## config.mk

```make
export PLATFORM = sky130hd
export DESIGN_NAME = mem_port_arbiter
export DESIGN_NICKNAME = d
export VERILOG_FILES = /design/src/rtl/mem_port_arbiter.sv
export SDC_FILE = /design/constraint.sdc
export NUM_CORES = 1
export LEC_CHECK = 0
export CAP_MARGIN = 20
export CORE_MARGIN = 2
export CORE_UTILIZATION = 41
export DETAILED_ROUTE_END_ITERATION = 16
export PLACE_DENSITY_LB_ADDON = 0.2
export SYNTH_ARGS = -nofsm -noshare
export SYNTH_HDL_FRONTEND = slang
export SYNTH_SLANG_ARGS = --single-unit
export TNS_END_PERCENT = 100
```

## constraint.sdc

```tcl
create_clock -name Clk -period 6 [get_ports Clk]
set_input_delay 1.8 -clock Clk [delete_from_list [all_inputs] [get_ports Clk]]
set_output_delay 1.8 -clock Clk [all_outputs]
set_load 0.02 [all_outputs]
```

## src/rtl/mem_port_arbiter.sv

```systemverilog
// Shares one fixed-latency single-port memory between the I-fetch and D-memory stages.
// Define ARB_STARVE_GUARD_EN to let I win a contested access after STARVE_LIMIT straight losses.
module mem_port_arbiter #(
    parameter int LATENCY      = 2,
    parameter int STARVE_LIMIT = 4
) (
    input  logic        Clk,
    input  logic        Rst,
    input  logic        IReq,
    input  logic [31:0] IAddr,
    output logic        IGnt,
    output logic        IValid,
    output logic [31:0] IRData,
    input  logic        DReq,
    input  logic        DWrite,
    input  logic [31:0] DAddr,
    input  logic [31:0] DWData,
    output logic        DGnt,
    output logic        DValid,
    output logic [31:0] DRData,
    output logic        MemEn,
    output logic        MemWe,
    output logic [31:0] MemAddr,
    output logic [31:0] MemWData,
    input  logic [31:0] MemRData,
    output logic        Busy
);

    if (LATENCY < 1 || LATENCY > 15 || STARVE_LIMIT < 1 || STARVE_LIMIT > 15) begin : g_bad_param
        $error("mem_port_arbiter: LATENCY and STARVE_LIMIT must be in 1..15");
    end

    typedef enum logic [1:0] {S_IDLE, S_ISSUE, S_WAIT, S_DONE} state_t;

    state_t      state_q, state_d;
    logic        win_d_q, win_d_d;
    logic        we_q, we_d;
    logic [3:0]  cnt_q, cnt_d;
    logic        mem_en_q, mem_en_d;
    logic        mem_we_q, mem_we_d;
    logic [31:0] mem_addr_q, mem_addr_d;
    logic [31:0] mem_wdata_q, mem_wdata_d;
    logic [31:0] irdata_q, irdata_d;
    logic [31:0] drdata_q, drdata_d;
    logic        arb_c;
    logic        pick_d;
    logic        force_i;
    logic        cap;

    assign arb_c  = (state_q == S_IDLE) || (state_q == S_DONE);
    assign pick_d = DReq && !force_i;

`ifdef ARB_STARVE_GUARD_EN
    logic [3:0] starve_q, starve_d;

    // Counts contested D wins; reaching the limit hands the next contested access to I.
    assign force_i = IReq && DReq && (starve_q == 4'(STARVE_LIMIT));

    always_comb begin
        starve_d = starve_q;
        if (arb_c && (IReq || DReq)) begin
            if (!pick_d) begin
                starve_d = '0;
            end else if (IReq) begin
                starve_d = starve_q + 4'd1;
            end
        end
    end

    always_ff @(posedge Clk or posedge Rst) begin
        if (Rst) begin
            starve_q <= '0;
        end else begin
            starve_q <= starve_d;
        end
    end
`else
    assign force_i = 1'b0;
`endif

    // Memory data is valid in ISSUE itself for LATENCY=1, else on the last WAIT cycle.
    assign cap = ((state_q == S_ISSUE) && (LATENCY == 1)) ||
                 ((state_q == S_WAIT) && (cnt_q == 4'd1));

    always_comb begin
        state_d     = state_q;
        win_d_d     = win_d_q;
        we_d        = we_q;
        cnt_d       = cnt_q;
        mem_en_d    = 1'b0;
        mem_we_d    = 1'b0;
        mem_addr_d  = mem_addr_q;
        mem_wdata_d = mem_wdata_q;
        irdata_d    = irdata_q;
        drdata_d    = drdata_q;

        unique case (state_q)
            S_IDLE, S_DONE: begin
                if (IReq || DReq) begin
                    state_d    = S_ISSUE;
                    win_d_d    = pick_d;
                    we_d       = pick_d && DWrite;
                    mem_en_d   = 1'b1;
                    mem_we_d   = pick_d && DWrite;
                    mem_addr_d = pick_d ? DAddr : IAddr;
                    if (pick_d) begin
                        mem_wdata_d = DWData;
                    end
                end else begin
                    state_d = S_IDLE;
                end
            end
            S_ISSUE: begin
                cnt_d   = 4'(LATENCY - 1);
                state_d = (LATENCY == 1) ? S_DONE : S_WAIT;
            end
            S_WAIT: begin
                cnt_d = cnt_q - 4'd1;
                if (cnt_q == 4'd1) begin
                    state_d = S_DONE;
                end
            end
            default: state_d = S_IDLE;
        endcase

        if (cap) begin
            if (!win_d_q) begin
                irdata_d = MemRData;
            end else if (!we_q) begin
                drdata_d = MemRData;
            end
        end
    end

    always_ff @(posedge Clk or posedge Rst) begin
        if (Rst) begin
            state_q     <= S_IDLE;
            win_d_q     <= 1'b0;
            we_q        <= 1'b0;
            cnt_q       <= '0;
            mem_en_q    <= 1'b0;
            mem_we_q    <= 1'b0;
            mem_addr_q  <= '0;
            mem_wdata_q <= '0;
            irdata_q    <= '0;
            drdata_q    <= '0;
        end else begin
            state_q     <= state_d;
            win_d_q     <= win_d_d;
            we_q        <= we_d;
            cnt_q       <= cnt_d;
            mem_en_q    <= mem_en_d;
            mem_we_q    <= mem_we_d;
            mem_addr_q  <= mem_addr_d;
            mem_wdata_q <= mem_wdata_d;
            irdata_q    <= irdata_d;
            drdata_q    <= drdata_d;
        end
    end

    assign IGnt     = (state_q == S_ISSUE) && !win_d_q;
    assign DGnt     = (state_q == S_ISSUE) && win_d_q;
    assign IValid   = (state_q == S_DONE) && !win_d_q;
    assign DValid   = (state_q == S_DONE) && win_d_q;
    assign Busy     = (state_q == S_ISSUE) || (state_q == S_WAIT);
    assign MemEn    = mem_en_q;
    assign MemWe    = mem_we_q;
    assign MemAddr  = mem_addr_q;
    assign MemWData = mem_wdata_q;
    assign IRData   = irdata_q;
    assign DRData   = drdata_q;

endmodule
```

# Word level (Yosys, flattened, before mapping)
# Index checks and enable logic that the tools add are counted.
# word_totals
ff_bits,138
elab_cells,43
in_bits,133
out_inout_bits,135
# classes
reduce_logical,16
mux,9
eq_ne,5
bitwise,2
add_sub_neg,1
# op_table
operator,count
$mux 32,1
$pmux 4 s2,1
$logic_and 1x1->1,6
$pmux 2 s3,1
$reduce_and 3->1,2
$mux 1,5
$eq 2x2->1 const B,2
$eq 4x1->1 const B,1
$reduce_and 2->1,2
$sub 4x1->4 const B,1
$eq 2x1->1 const B,1
$logic_not 2->1,1
$logic_or 1x1->1,2
$mux 2,1
$ne 2x2->1 const B,1
$not 1->1,2
$reduce_bool 2->1,1
$reduce_or 2->1,1
$logic_not 1->1,1

# Logic depth before layout (Yosys ltp)
# depth
ltp_word,3
ltp_mapped,7

# Worst setup path after synthesis
# No wires, ideal clock.
# synth_timing
kind,reg-to-output
start,reg state_q[0]
end,out Busy
setup_slack_ns,3.202
stages_incl_launch_ff,4
t_required_ns,4.200
n_path_buf,0
arrival_ns,0.998
path_cell_list,dfrtp_1 -> inv_1 -> ha_1 -> inv_1
# synth_via
elab_chain_len,2
word_cells_on_any_way,3
classes_between,eq/ne (2); reduce/logical (1)
# synth_lines
item,line,source
from (decl),35,"state_t state_q, state_d;"
from (signal assigned),148,state_q <= state_d;
$eq 2x1->1 or $eq 2x2->1 (tied branches),165,assign Busy = (state_q == S_ISSUE) || (state_q == S_WAIT);
$logic_or 1x1->1 (*),165,
to (decl),26,output logic Busy
# Every way passes the cells marked *; elsewhere a longest branch is shown, timed or not.

# Worst setup path in the final report
# Ends and elaborated chain as after synthesis.

==> flow_summary.yaml <==
floorplanning:
  floorplan.initialDensity_pct: 41.6
  die_area_um2: 14900
  die_w_um: 122
  ioPinCount: 268
  die_h_um: 122
  core-area_um2: 13700
  rows: 43
global_route:
  grt_first_pass_wirelength_um: 22200
  antenna_found_initial: 0
  grt_remaining_overflow: 0
  first_global_vias: 4401
  grt_usage_pct: 19.5
  grt_start_max_net_pins: 86
yosys:
  yosysTopAreaCell: "dfrtp_1"
  synth_edf_count: 0
  yosysTopAreaCellShare_pct: 60.5
  synth_area_per_cell_um2: 14.5
  synth_nets: 531
  syn_inst: 393
  yosys-top-cells-area: "dfrtp_1 61%, mux2_2 13%, mux2_4 7.9%"
  post_synth_instance_area_um2: 5710
  synth.distinct_cells: 29
  yosys_synthesis_warning_count: 0
  ys_seq_area_share_pct: 60.5
  async_reset_ff_share_pct: 100
  ys_ff_latch: 138
  synth_top_flop_cell: "dfrtp_1"
drt:
  routedWlPerCell_um: 16.6
  detail_route.drc_violations: 0
  firstDrtPassIters: 4
  routed-via-count: 4010
  drt_iter0_drcs: 129
  met3_length_um: 1340
  drt-met1-wl_um: 5460
  top_layer_used: "met4"
  detail_route.vias_per_cell: 4.71
  routed-wl-met2_um: 7140
  drt.antenna.violating_nets: 0
  finalWirelength_um: 14100
clock_network:
  post_cts_clock_slew_at_the_launch_and_capture_registers_of_the_worst_setup_and_hold_paths_ns: 0.05
  htreeDepth: 4
  tritoncts_buffer_count: 17
  clock_sinks: 138
  deepest_clock_path_buffer_count: 2
  clkLatencyLatePin_ns: 0.41
  hold_bufs_inserted_after_cts: 0
  tritoncts: "built"
  cts_setup_buffers: 0
  cts_repair_resize_count: 0
  clockRootBuffer: "clkbuf_16"
setup_path:
  reg2regPathDepth: 5
  startpoint_type: "flop"
  worst_ep_required_time_ns: 4.20
  critPathCaptureType: "output port"
  maximum_net_fanout_on_the_critical_path: 7
  worstSetupPathType: "flop to output port"
  cp_data_arrival_time_ns: 2.13
placed_design:
  hpwlAfterDp_um: 10300
  gpl.final_weighted_congestion: 0.749
  place_ws_ns: 2.48
  io_buffers: 267
final_layout:
  post_route_cells_drive_above_1_share_pct: 19.5
  final_common_cell: "clkdlybuf4s50_1"
  final.fill_count: 1036
  register_area_um2: 3450
  finish.net_count: 801
  area_growth_syn_to_layout_pct: 57.9
  multiInputGateArea_um2: 2070
  most-common-layout-cells: "266 x clkdlybuf4s50_1, 138 x dfrtp_1, 67 x mux2_2"
  antenna_cells: 0
timing:
  worst-slew-pin-transition_ns: 0.995
  rsz_0062_raised_after_global_routing: "no"
  timing.max_slew.rel_slack_pct: 33.7
  max_freq_ghz: 0.254
  final_critical_path_setup_slack_ns: 2.07
  final.period_utilization_pct: 65.5
  final-setup-viol-count: 0
  final.min_clock_period_ns: 3.93
  fin_tns_setup_ns: 0
  final_max_slew_violation_count: 0
  clock_skew_ns: 0.00720
  hold_violations: 0
status:
  outcome: "finished clean"
flow_run:
  max_cap_viol_count: 0
worst_hold_path:
  worstHoldPathCells: 2
  class_of_the_tightest_hold_or_removal_check: "flop to flop"
pwr:
  pwr_density_cell_nw_per_um2: 591
  p_total_mw: 5.33
  power_leakage_nw: 3.92
  power.ir.vdd_worst_v: 0.000288
[final timing paths]
check / startpoint / to / slack [ns]
max: state_q[0] / Busy / 2.07
min: MemAddr[29] / MemAddr[29] / 0.48
max reg2reg: state_q[0] / DRData[25] / 3.65
min reg2reg: MemAddr[29] / MemAddr[29] / 0.48
max in group asynchronous: Rst / MemAddr[29] / 3.20
min in group asynchronous: Rst / DRData[26] / 1.90
[registers in the layout (all words and copies together) (netlist names)]
name and count:
MemEn 1, state_q 2, DRData 32, MemWData 32, MemWe 1, win_d_q 1
we_q 1, MemAddr 32, cnt_q 4, IRData 32
[cell usage after synthesis (2+ instances only)]
library cell and n:
buf_4 6, dfrtp_1 138, ha_1 5, buf_12 3, nand2_1 38, mux2_4 30
clkbuf_1 3, mux2_2 67, o21ai_0 35, buf_2 8, mux2i_1 33, nor2b_1 2
inv_1 8, and2_1 2
[report_power, final]
| group | switching [mW] | internal [mW] | leakage (nW) |
|---|---|---|---|
| sequential | 0.257 | 1.41 | 1.65 |
| combinational | 1.29 | 1.42 | 2.01 |
| clock | 0.351 | 0.588 | 0.260 |
| total | 1.90 | 3.42 | 3.92 |
[metal layers]
metal	track usage (%)	vias to the layer above
met1	22.2	1931
met3	7.49	14
met4	7.33	0
met2	33.3	163
met5	0	-
li1	-	1902
[worst max-delay path, stage by stage, from the launching register on]
cell and delay [ns]:
dfrtp_1 0.39, inv_1 0.06, ha_1 0.40, inv_1 0.20
clkdlybuf4s50_1 0.67
[cell families after synthesis]
| kind of cell | after synthesis | share of synthesized area, % |
|---|---|---|
| adder cells (fa/ha/maj) | 5 | 1.10 |
| AND/OR/NAND/NOR | 50 | 4.08 |
| buffers and inverters | 29 | 3.46 |
| AO/OA/AOI/OAI | 41 | 3.93 |
| flip-flops | 138 | 60.5 |
| multiplexers | 130 | 26.9 |
[metrics by stage]
step	hold WS [ns]	instances	cell area, um2	util (%)
after floorplan	0.441	393	5710	-
after global placement	0.463	824	8480	61.8
after detailed placement	0.474	824	8480	61.8
after CTS	0.487	851	9010	65.7
after global routing	0.494	851	9010	65.7
final	0.480	851	9010	65.7
[layout make-up]
cell class              instances  share of cell area, %
repair buffers                272                   30.0
well taps                     180                   2.50
multi-input cells             226                   22.9
flip-flops and latches        138                   38.3
inverters                       8                  0.389
clock inverters                 4                  0.500
clock buffers                  23                   5.31
No activity file was read; power rests on OpenSTA's default activity.
